## src/rtl/ct_read_arbiter.sv

```systemverilog
// Round-robin arbiter sharing the single ct_mem read port among NUM_REQ crack engines,
// with a bounded burst lock and a registered one-hot return tag aligned to ct_rddata.
module ct_read_arbiter #(
    parameter int NUM_REQ   = 4,
    parameter int ADDR_W    = 8,
    parameter int DATA_W    = 8,
    parameter int MAX_BURST = 16
) (
    input  logic                      clk,
    input  logic                      rst,
    input  logic [NUM_REQ-1:0]        req,
    input  logic [NUM_REQ-1:0]        lock,
    input  logic [NUM_REQ*ADDR_W-1:0] req_addr,
    output logic [NUM_REQ-1:0]        gnt,
    output logic [NUM_REQ-1:0]        rd_valid,
    output logic [DATA_W-1:0]         rd_data,
    output logic [ADDR_W-1:0]         ct_addr,
    input  logic [DATA_W-1:0]         ct_rddata,
    output logic                      busy
);

    localparam int PTR_W = (NUM_REQ > 1) ? $clog2(NUM_REQ) : 1;
    localparam int CNT_W = (MAX_BURST > 0) ? $clog2(MAX_BURST + 1) : 1;

    typedef enum logic {
        ARB    = 1'b0,
        LOCKED = 1'b1
    } state_t;

    state_t             state, state_nxt;
    logic [PTR_W-1:0]   ptr, ptr_nxt;
    logic [PTR_W-1:0]   owner, owner_nxt;
    logic [CNT_W-1:0]   burst_cnt, burst_cnt_nxt;
    logic [NUM_REQ-1:0] vld_p1;

    logic [NUM_REQ-1:0] owner_mask;
    logic [NUM_REQ-1:0] elig;
    logic [PTR_W-1:0]   scan_ptr;
    logic [PTR_W-1:0]   win;
    logic               found;
    logic               bound_hit;
    logic [NUM_REQ-1:0] gnt_raw;
    logic [ADDR_W-1:0]  addr_raw;
    int                 idx;

    // Next requester index, wrapping NUM_REQ-1 -> 0 (NUM_REQ need not be a power of 2).
    function automatic logic [PTR_W-1:0] wrap_inc(input logic [PTR_W-1:0] p);
        if (int'(p) >= NUM_REQ - 1)
            return '0;
        return p + PTR_W'(1);
    endfunction

    // Burst counter increment that saturates instead of wrapping.
    function automatic logic [CNT_W-1:0] sat_inc(input logic [CNT_W-1:0] c);
        if ((MAX_BURST != 0) && (int'(c) >= MAX_BURST))
            return c;
        if (&c)
            return c;
        return c + CNT_W'(1);
    endfunction

    assign owner_mask = NUM_REQ'(1) << owner;
    assign bound_hit  = (MAX_BURST != 0) && (int'(burst_cnt) >= MAX_BURST);

    always_comb begin
        state_nxt     = state;
        ptr_nxt       = ptr;
        owner_nxt     = owner;
        burst_cnt_nxt = burst_cnt;
        elig          = req;
        scan_ptr      = ptr;
        found         = 1'b0;
        win           = '0;
        gnt_raw       = '0;
        addr_raw      = '0;
        idx           = 0;

        // A locked owner either keeps exclusive access or hands over with lowest priority.
        if (state == LOCKED) begin
            if (bound_hit) begin
                elig          = req & ~owner_mask;
                scan_ptr      = wrap_inc(owner);
                ptr_nxt       = wrap_inc(owner);
                state_nxt     = ARB;
                burst_cnt_nxt = '0;
            end else if (!lock[owner]) begin
                scan_ptr      = wrap_inc(owner);
                ptr_nxt       = wrap_inc(owner);
                state_nxt     = ARB;
                burst_cnt_nxt = '0;
            end else begin
                elig     = req & owner_mask;
                scan_ptr = owner;
            end
        end

        for (int k = 0; k < NUM_REQ; k++) begin
            idx = int'(scan_ptr) + k;
            if (idx >= NUM_REQ)
                idx = idx - NUM_REQ;
            if (!found && elig[idx[PTR_W-1:0]]) begin
                found = 1'b1;
                win   = idx[PTR_W-1:0];
            end
        end

        if (found) begin
            gnt_raw[win] = 1'b1;
            addr_raw     = req_addr[int'(win)*ADDR_W +: ADDR_W];
            ptr_nxt      = wrap_inc(win);
            if ((state == LOCKED) && (state_nxt == LOCKED)) begin
                burst_cnt_nxt = sat_inc(burst_cnt);
            end else if (lock[win]) begin
                state_nxt     = LOCKED;
                owner_nxt     = win;
                burst_cnt_nxt = CNT_W'(1);
            end
        end
    end

    assign gnt     = rst ? '0 : gnt_raw;
    assign ct_addr = rst ? '0 : addr_raw;

    always_ff @(posedge clk or posedge rst) begin
        if (rst) begin
            state     <= ARB;
            ptr       <= '0;
            owner     <= '0;
            burst_cnt <= '0;
        end else begin
            state     <= state_nxt;
            ptr       <= ptr_nxt;
            owner     <= owner_nxt;
            burst_cnt <= burst_cnt_nxt;
        end
    end

    // Stage p1: ct_mem returns data one cycle after the grant; tag it with the winner.
    always_ff @(posedge clk or posedge rst) begin
        if (rst)
            vld_p1 <= '0;
        else
            vld_p1 <= gnt;
    end

    assign rd_valid = vld_p1;
    assign rd_data  = ct_rddata;
    assign busy     = (state == LOCKED) | (|vld_p1);

endmodule

```

## config.mk

```make
export PLATFORM = sky130hd
export DESIGN_NAME = ct_read_arbiter
export DESIGN_NICKNAME = d
export VERILOG_FILES = /design/src/rtl/ct_read_arbiter.sv
export SDC_FILE = /design/constraint.sdc
export NUM_CORES = 1
export LEC_CHECK = 0
export CELL_PAD_IN_SITES_DETAIL_PLACEMENT = 2
export CELL_PAD_IN_SITES_GLOBAL_PLACEMENT = 2
export CORE_MARGIN = 2
export CORE_UTILIZATION = 22
export DETAILED_ROUTE_END_ITERATION = 8
export HOLD_SLACK_MARGIN = 0.05
export MAX_ROUTING_LAYER = met4
export PLACE_DENSITY = 0.81
export SLEW_MARGIN = 5
export SYNTH_ARGS = -nofsm -noshare
export SYNTH_HDL_FRONTEND = slang
export SYNTH_SLANG_ARGS = --single-unit
```

## constraint.sdc

```tcl
create_clock -name clk -period 3.5 [get_ports clk]
set_input_delay 0.7 -clock clk [delete_from_list [all_inputs] [get_ports clk]]
set_output_delay 0.7 -clock clk [all_outputs]
set_load 0.02 [all_outputs]
```

== Word-level counts from Yosys, hierarchy flattened ==
Cells that the tools add are included.

* Bits in registers: 14
* Input bits: 50
* Output and inout port bits: 25
* Logic and storage cells: 127

* $add $sub $neg: 10
* Order comparisons: 14
* Equal/unequal tests: 2
* Shift-type cells: 2
* Multiplexer cells: 76
* Bitwise logic cells: 5
* Reduce and logical (&&, ||, !) cells: 13

{| class="wikitable"
|+ Operator list
! cell !! number
|-
| $mux W5 || 10
|-
| $mux W2 || 20
|-
| $mux W1 || 32
|-
| $shiftx A32 B6 Y8 || 1
|-
| $mux W4 || 5
|-
| $lt A2 B3 Y1 const B || 6
|-
| $mux W8 || 2
|-
| $bmux W1 S2 || 6
|-
| $ge A3 B3 Y1 const B || 3
|-
| $and A4 B4 Y4 || 2
|-
| $sub A2 B1 Y2 const B || 4
|-
| $add A2 B2 Y3 const B || 2
|-
| $add A5 B1 Y5 const B || 1
|-
| $ge A5 B5 Y1 const B || 1
|-
| $logic_and A1 B1 Y1 || 5
|-
| $ne A5 B5 Y1 const B || 1
|-
| $reduce_and A5 Y1 || 1
|-
| $add A2 B1 Y2 const B || 2
|-
| $ge A2 B2 Y1 const B || 2
|-
| $not A4 Y4 || 1
|-
| $reduce_or A4 Y1 || 1
|-
| $shl A1 B2 Y4 const A || 1
|-
| $add A2 B1 Y3 const B || 1
|-
| $ge A2 B3 Y1 const B || 1
|-
| 9 further kinds || 11
|}

== Logic depth before layout (Yosys ltp) ==
Gate-level depths: netlist of run 1.

* Depth in word-level cells: 31
* Gate-level depth with buffers: 13
* Gate-level depth less buffers: 12

== Worst setup path after synthesis of run 1 ==
Ideal clock, no wire load.

* Kind: input to output
* Start point: input lock[3]
* End point: output ct_addr[0]
* Data arrival time: 3011 ps
* Required time: 2800 ps
* Path slack: -211 ps
* Cell stages on the path: 10
* Path buffers: 2
* Path through: mux2i_1 -> o22ai_2 -> a31oi_2 -> mux2i_1 -> a221o_1 -> buf_6 -> inv_6 -> buf_4 -> nand2_1 -> a311oi_1

* Longest elaborated chain between the ends: 22
* Elaborated cells on any way between the ends: 48
* Classes of those cells: 7 x add/sub; 4 x order compare; 1 x shift; 30 x mux; 6 x reduce/logical

{| class="wikitable"
|+ Ends and longest elaborated chain
! element !! RTL line !! text
|-
| start: declaration || 12 || <nowiki>input logic [NUM_REQ-1:0] lock,</nowiki>
|-
| $bmux W1 S2 (*) || 86 || <nowiki>end else if (!lock[owner]) begin</nowiki>
|-
| $mux W1 (implied by the code) (*) || 86 ||
|-
| parallel branches: the longest is 16 deep, another holds $add A2 B1 Y3 || -- ||
|-
| $mux W2 (*) || 101 || <nowiki>if (!found && elig[idx[PTR_W-1:0]]) begin</nowiki>
|-
| named net win[0] || 39 || <nowiki>logic [PTR_W-1:0] win;</nowiki>
|-
| $shiftx A32 B6 Y8 (*) || 109 || <nowiki>addr_raw = req_addr[int'(win)*ADDR_W +: ADDR_W];</nowiki>
|-
| $mux W8 (*) || 107 || <nowiki>if (found) begin</nowiki>
|-
| $mux W8 (*) || 122 || <nowiki>assign ct_addr = rst ? '0 : addr_raw;</nowiki>
|-
| end: declaration || 17 || <nowiki>output logic [ADDR_W-1:0] ct_addr,</nowiki>
|}

Mark *: on every way through the listed nets, which the timed path passes. The select of a mux whose other input is x is not followed.

== Final worst setup path of run 1 ==
* Start point: register owner[0]
* End point: output ct_addr[1]

* Longest elaborated chain between the ends: 26
* Elaborated cells on any way between the ends: 62
* Classes of those cells: 8 x add/sub; 5 x order compare; 2 x shift; 38 x mux; 3 x bitwise; 6 x reduce/logical

{| class="wikitable"
|+ Ends and longest elaborated chain
! element !! RTL line !! text
|-
| start: declaration || 32 || <nowiki>logic [PTR_W-1:0] owner, owner_nxt;</nowiki>
|-
| start signal: assignment || 133 || <nowiki>owner <= owner_nxt;</nowiki>
|-
| parallel branches: the longest is 24 deep, another holds $add A2 B1 Y3 || -- ||
|-
| $mux W8 (*) || 107 ||
|-
| $mux W8 (*) || 122 ||
|}

Every way passes the cells marked *. The select of a mux whose other input is x is not followed.

==> reports/results.ini, run 1 <==
[worst_setup_path]
reg2reg_depth=14
crit_chain=buf_12 -> mux2i_4 -> or2_4 -> a31oi_4 -> mux2i_2 -> a221o_1 -> buf_6 -> buf_6 -> nand2_2 -> and3_4 -> a311oi_2 -> buf_4
end_kind=output port
path_common_cell=buf_6
crit_fanout=7
worstSetupStartpointType=flop
rr_endpoint=state
critPathMaxStageDelay_ps=440
cp-endpoint=ct_addr[1]
worstPathRequired_ps=2800
startpoint=owner[0]
slowest_stage=dfrtp_2
rrSetupSlack_ps=250
crit_arrival_ps=3080
worstSetupPathType=reg -> out
r2r-start=owner[0]

[drt]
drt.antenna.violating_nets=0
routed-via-count=1884
drt_iter0_markers=28
routed_wl_um=7660
drc=0
drt_pass1_iterations=4
wire_per_inst_um=19.7
viasPerCell=4.83

[global_routing]
grtUsageMet2=0.333
overflow=0
grt_usage=0.182
grt_use_met3=0.0240
grt_pass1_wl_um=10700
antenna_found_initial=0
grt.busiest_layer=met2
grt_max_degree=15
first_global_vias=2072
grtUsageMet1=0.210

[power_and_ir_drop]
pwr_density_cell_mw_per_mm2=1080
power_frac_seq=0.097
intPower_uw=1630
pwr-share-comb=0.853
p_switching_uw=1550
leakagePower_uw=0.00130
power.clock.fraction=0.050
ir_worst_vdd_mv=0.390
switching_share=0.487

[clock_network]
cts.sinks=14
clock_latency_ps=250
clkSlewWorstSetupHoldPaths_ps=60
cts_made_buffers=3
cts_tree=yes
clockRootBuffer=clkbuf_8
hold_buffers=0
clockBufferDepth=2
htreeDepth=1

[yosys]
yosysSeqAreaShare=0.220
synth_edf_count=0
yosys.area.top_type=dfrtp_1
synth_area_mm2=0.00159
synth_seq_cells=14
async_reset_ff_frac=1.00
synth_cells=192
ys_types=50
synth_ff_type=dfrtp_1
synth.avg_cell_area_um2=8.29
synth_area_leaders=dfrtp_1, nand2_1, ha_1
yosys_warnings=0
syn-num-nets=254
synth_top_area_frac=0.220

[sta]
finalCriticalPeriod_ps=3780
fin_crit_sh=1.08
fmax_mhz=265
slew_headroom=0.603
finalWorstSetupSlack_ps=-279
report.final.slew_viol_count=0
rsz0062_at_grt=true
hold_viol_final=0
finClkSkew_ps=6.78
worst_pin_slew_ps=595
finalSetupViolCount=12

[floorplanning]
die_w_um=89.1
start_util=0.223
io_pins=75
core-area_mm2=0.00714
rows=31
die_h_um=89.1
die_area_mm2=0.00793

[run_status]
outcome=complete, but fails checks
violations=negative setup slack

[layout]
finalInstanceArea_mm2=0.00294
fin_cells=390
nets=354
final_layout_size_suffix_gt1_frac=0.460
area_growth_pct=84.7
num_antenna_cells=0

[run]
maxCapViolations=0

[placed_design]
gp_congestion=0.810
dp.cells=370
io_buffers=58
place_hpwl_um=4930
dpl-instance-area_mm2=0.00252

[worst_hold_path]
min_delay_path_depth=1
hp-class=reg -> reg

[area by class of cell]
cell class | count | area, µm²
fill | 790 | 4200
multi-input combinational | 149 | 1360
timing repair buffer | 110 | 983
sequential | 14 | 353
tap | 99 | 124
inverter | 13 | 61.3
clock buffer | 4 | 55.1
timing repair inverter | 1 | 6.26
[routing by layer]
metal	up-vias	share of wire	wire length, µm
li1	877	-	-
met1	939	0.40	3060
met2	54	0.55	4190
met3	14	0.031	240
met4	0	0.022	165
met5	-	0	0
[cells in the final DEF, fill, tap and decap left out, types with 3 or more instances in the layout]
master / count
o21ai_1: 3
and3_4: 8
ha_1: 11
a31oi_4: 4
inv_1: 10
nand2_2: 6
a311oi_2: 7
dfrtp_1: 12
and3_1: 3
nand2_1: 35
and2_4: 3
clkbuf_8: 4
and2_1: 3
clkdlybuf4s50_1: 42
a21oi_1: 4
buf_4: 52
a22o_1: 3
nor3_1: 4
buf_6: 10
nand2_4: 3
mux2i_1: 3
buf_2: 4
nand3_1: 6
nor2_1: 6
[power by group through the flow]
| stage | Clock, µW | Sequential (µW) | Combinational [µW] |
|---|---|---|---|
| 6_report | 160 | 307 | 2710 |
| 5_1_grt | 171 | 316 | 2890 |
| 4_1_cts | 164 | 302 | 2450 |
| 3_5_place_dp | 0 | 301 | 2060 |
| 3_3_place_gp | 0 | 295 | 1980 |
| 2_1_floorplan | 0 | 292 | 1230 |
[cells by family after synthesis]
| group | synth area share |
|---|---|
| and+or+nand+nor | 0.307 |
| DFF | 0.220 |
| muxes | 0.0377 |
| adders and majority gates | 0.0943 |
| buffers and inverters | 0.104 |
| AOI/OAI and AO/OA | 0.237 |
[critical path: cells and delay by family, from the launching register on]
family / cells / cell delay (ps)
AO/OA/AOI/OAI: 3 / 750
buffers and inverters: 4 / 660
multiplexers: 2 / 480
AND/OR/NAND/NOR: 3 / 500
flip-flops: 1 / 440
[how the worst min path moves through the flow]
| stage | from | end |
|---|---|---|
| CTS | burst_cnt[3] | burst_cnt[3] |
| finish | burst_cnt[3] | burst_cnt[3] |
| global placement | burst_cnt[3] | burst_cnt[3] |
| floorplan | burst_cnt[3] | burst_cnt[3] |
| global route | burst_cnt[3] | burst_cnt[3] |
| detailed placement | burst_cnt[3] | burst_cnt[3] |
[sequential cells by signal (all words and copies together), names as in the netlist]
| name | cells |
|---|---|
| ptr | 2 |
| state | 1 |
| rd_valid | 4 |
| owner | 2 |
| burst_cnt | 5 |
[stage by stage]
stage | power (µW) | setup slack (ps) | utilization | TNS [ps] | hold WS, ps
finish | 3180 | -279 | 0.412 | -2520 | 550
global route | 3370 | -386 | 0.412 | -3770 | 590
CTS | 2910 | -112 | 0.395 | -802 | 547
detailed placement | 2360 | -1130 | 0.354 | -13220 | 531
global placement | 2280 | -1030 | 0.354 | -11950 | 512
floorplan | 1520 | -13.6 | - | -95.2 | 486
[what timing repair did]
item,CTS,global route
cloned,1,0
setup endpoints to repair,12,12
gates resized for setup,122,17
setup buffers,8,8
pin swaps,17,13
[cell usage after synthesis (all sizes together), types with 2 or more instances]
cell type and number:
nand2 44, dfrtp 14, buf 13, inv 13
ha 12, and3 11, a311oi 8, and2 6
mux2i 6, nand3 6, nor2 6, nor3 6
a21oi 5, a31oi 4, o21ai 4, a22o 3
clkbuf 3, nor4 3, or2 3, a211oi 2
a21o 2, o221ai 2, o22ai 2, or3 2
Power figures use the tool's default switching activity.
==> inputs of run 2 (changes only) <==
--- a/config.mk
+++ b/config.mk
@@ -17,3 +17,4 @@
 export SYNTH_ARGS = -nofsm -noshare
 export SYNTH_HDL_FRONTEND = slang
 export SYNTH_SLANG_ARGS = --single-unit
+export TNS_END_PERCENT = 1
==> reports/results.ini, run 2 (synthesis gave the netlist of run 1 again) <==
[clock_network]
clkSlewWorstSetupHoldPaths_ps=70  ; was 60 ps
clockRootBuffer=clkbuf_8  ; unchanged
clock_latency_ps=250  ; about the same
cts_made_buffers=3  ; unchanged
cts_tree=yes  ; unchanged
cts.sinks=14  ; unchanged
clockBufferDepth=2  ; unchanged
htreeDepth=1  ; unchanged

[worst_setup_path]
end_kind=output port  ; unchanged
rrSetupSlack_ps=350  ; was 250 ps
startpoint=owner[0]  ; unchanged
crit_arrival_ps=3060  ; was 3080 ps
worstSetupPathType=reg -> out  ; unchanged
r2r-start=owner[0]  ; unchanged
crit_fanout=8  ; was 7
worstPathRequired_ps=2800  ; about the same
worstSetupStartpointType=flop  ; unchanged

[layout]
layout.area.seq_um2=354  ; was 353 µm²
nets=353  ; was 354
final_layout_size_suffix_gt1_frac=0.434  ; was 0.460
largest_reg_flops=5  ; unchanged
top_register=burst_cnt  ; unchanged
multiInputGateArea_mm2=0.00133  ; was 0.00136 mm²
final_common_cell=buf_4  ; unchanged
num_antenna_cells=0  ; unchanged
area_growth_pct=81.9  ; was 84.7%
fillers=799  ; was 790
layout_common_cells=buf_4, clkdlybuf4s50_1, nand2_1, ha_1, dfrtp_1  ; was buf_4, clkdlybuf4s50_1, nand2_1, dfrtp_1, ha_1
finalInstanceArea_mm2=0.00290  ; was 0.00294 mm²

[sta]
report.final.slew_viol_count=0  ; unchanged
worst_pin_slew_ps=585  ; was 595 ps
rsz0062_at_grt=true  ; unchanged
finClkSkew_ps=11.6  ; was 6.78 ps
finalCriticalPeriod_ps=3760  ; was 3780 ps
finalSetupViolCount=12  ; unchanged
holdWs_ps=546  ; was 550 ps
fmax_mhz=266  ; was 265 MHz
finalWorstSetupSlack_ps=-263  ; was -279 ps
hold_viol_final=0  ; unchanged
slew_headroom=0.610  ; was 0.603
fin_crit_sh=1.08  ; about the same

[power_and_ir_drop]
power_uw=3130  ; was 3180 µW
ir_worst_vdd_mv=0.382  ; was 0.390 mV
leakagePower_uw=0.00129  ; was 0.00130 µW
pwr_density_cell_mw_per_mm2=1080  ; about the same

[global_routing]
first_global_vias=2034  ; was 2072
grt_max_degree=15  ; unchanged
antenna_found_initial=0  ; unchanged
grt_usage=0.180  ; was 0.182
overflow=0  ; unchanged
grt_pass1_wl_um=10500  ; was 10700 µm

[floorplanning]
rows=31  ; unchanged
die_h_um=89.1  ; unchanged
die_area_mm2=0.00793  ; unchanged
die_w_um=89.1  ; unchanged
core-area_mm2=0.00714  ; unchanged
io_pins=75  ; unchanged
start_util=0.223  ; unchanged

[drt]
drt_iter0_markers=29  ; was 28
routed-via-count=1879  ; was 1884
wire_per_inst_um=21.1  ; was 19.7 µm
drt_pass1_iterations=4  ; unchanged
drc=0  ; unchanged
drt.antenna.violating_nets=0  ; unchanged
viasPerCell=4.83  ; about the same
routed_wl_um=8220  ; was 7660 µm

[placed_design]
dpl-instance-area_mm2=0.00252  ; unchanged
io_buffers=58  ; unchanged
place_hpwl_um=4930  ; unchanged
place_ws_ps=-1130  ; unchanged
gp_congestion=0.810  ; unchanged

[run_status]
violations=negative setup slack  ; unchanged
outcome=complete, but fails checks  ; unchanged

[worst_hold_path]
hp-start=burst_cnt[3]  ; unchanged
hp-class=reg -> reg  ; unchanged

[run]
maxCapViolations=0  ; unchanged

run 2: path summary, 6_finish.rpt:
| kind | to | cells after the start |
|---|---|---|
| setup / recovery | ct_addr[3] | 15 |
| max in group asynchronous | owner[1] | 2 |
| setup reg to reg | state | 13 |
| min in group asynchronous | burst_cnt[2] | 2 |
| hold reg to reg | burst_cnt[3] | 1 |
| hold / removal | burst_cnt[3] | 1 |
run 2: layer usage:
layer	GRT usage	vias up	wire (µm)
met3	0.0249	12	312
li1	-	878	-
met5	-	-	0
met1	0.206	933	3270
met2	0.323	56	4470
met4	0.0556	0	161
run 2: power by group:
group / internal [µW] / leakage [µW] / total, µW / switching, µW
clock network: 99.8 / 0.0000288 / 161 / 61.2
registers: 228 / 0.000175 / 308 / 80.0
logic: 1230 / 0.00109 / 2660 / 1430
run 2: area by class of cell:
cell class,count,share of cell area
inverters,13,0.0220
repair buffers,109,0.332
well taps,99,0.0428
flip-flops and latches,14,0.122
multi-input cells,149,0.460
repair inverters,1,0.00216
clock buffers,4,0.0190
run 2: repair_timing:
action,in CTS,in global routing
endpoints found under the hold margin,0,0
pin swaps,15,16
endpoints found under the setup margin,12,12
gates cloned,1,0
setup buffers,7,8
hold buffers,0,0
resized for setup,108,21
run 2: through the flow:
step / setup TNS [ps] / instances / util
3_5_place_dp: -13220 / 370 / 0.354
3_3_place_gp: -11950 / 370 / 0.354
6_report: -2700 / 389 / 0.406
2_1_floorplan: -95.2 / 192 / -
5_1_grt: -3990 / 389 / 0.406
4_1_cts: -1040 / 381 / 0.387
run 2: critical path, stage by stage, from the launching register on:
cell and delay, ps:
dfrtp_2 440, buf_4 150, buf_4 140, ha_1 230
nand3_1 110, nand2_2 100, a31oi_4 220, buf_6 150
nor2_1 50, a221o_1 320, buf_6 170, clkinv_8 70
nand2_4 40, and3_4 170, a311oi_2 250, buf_4 190
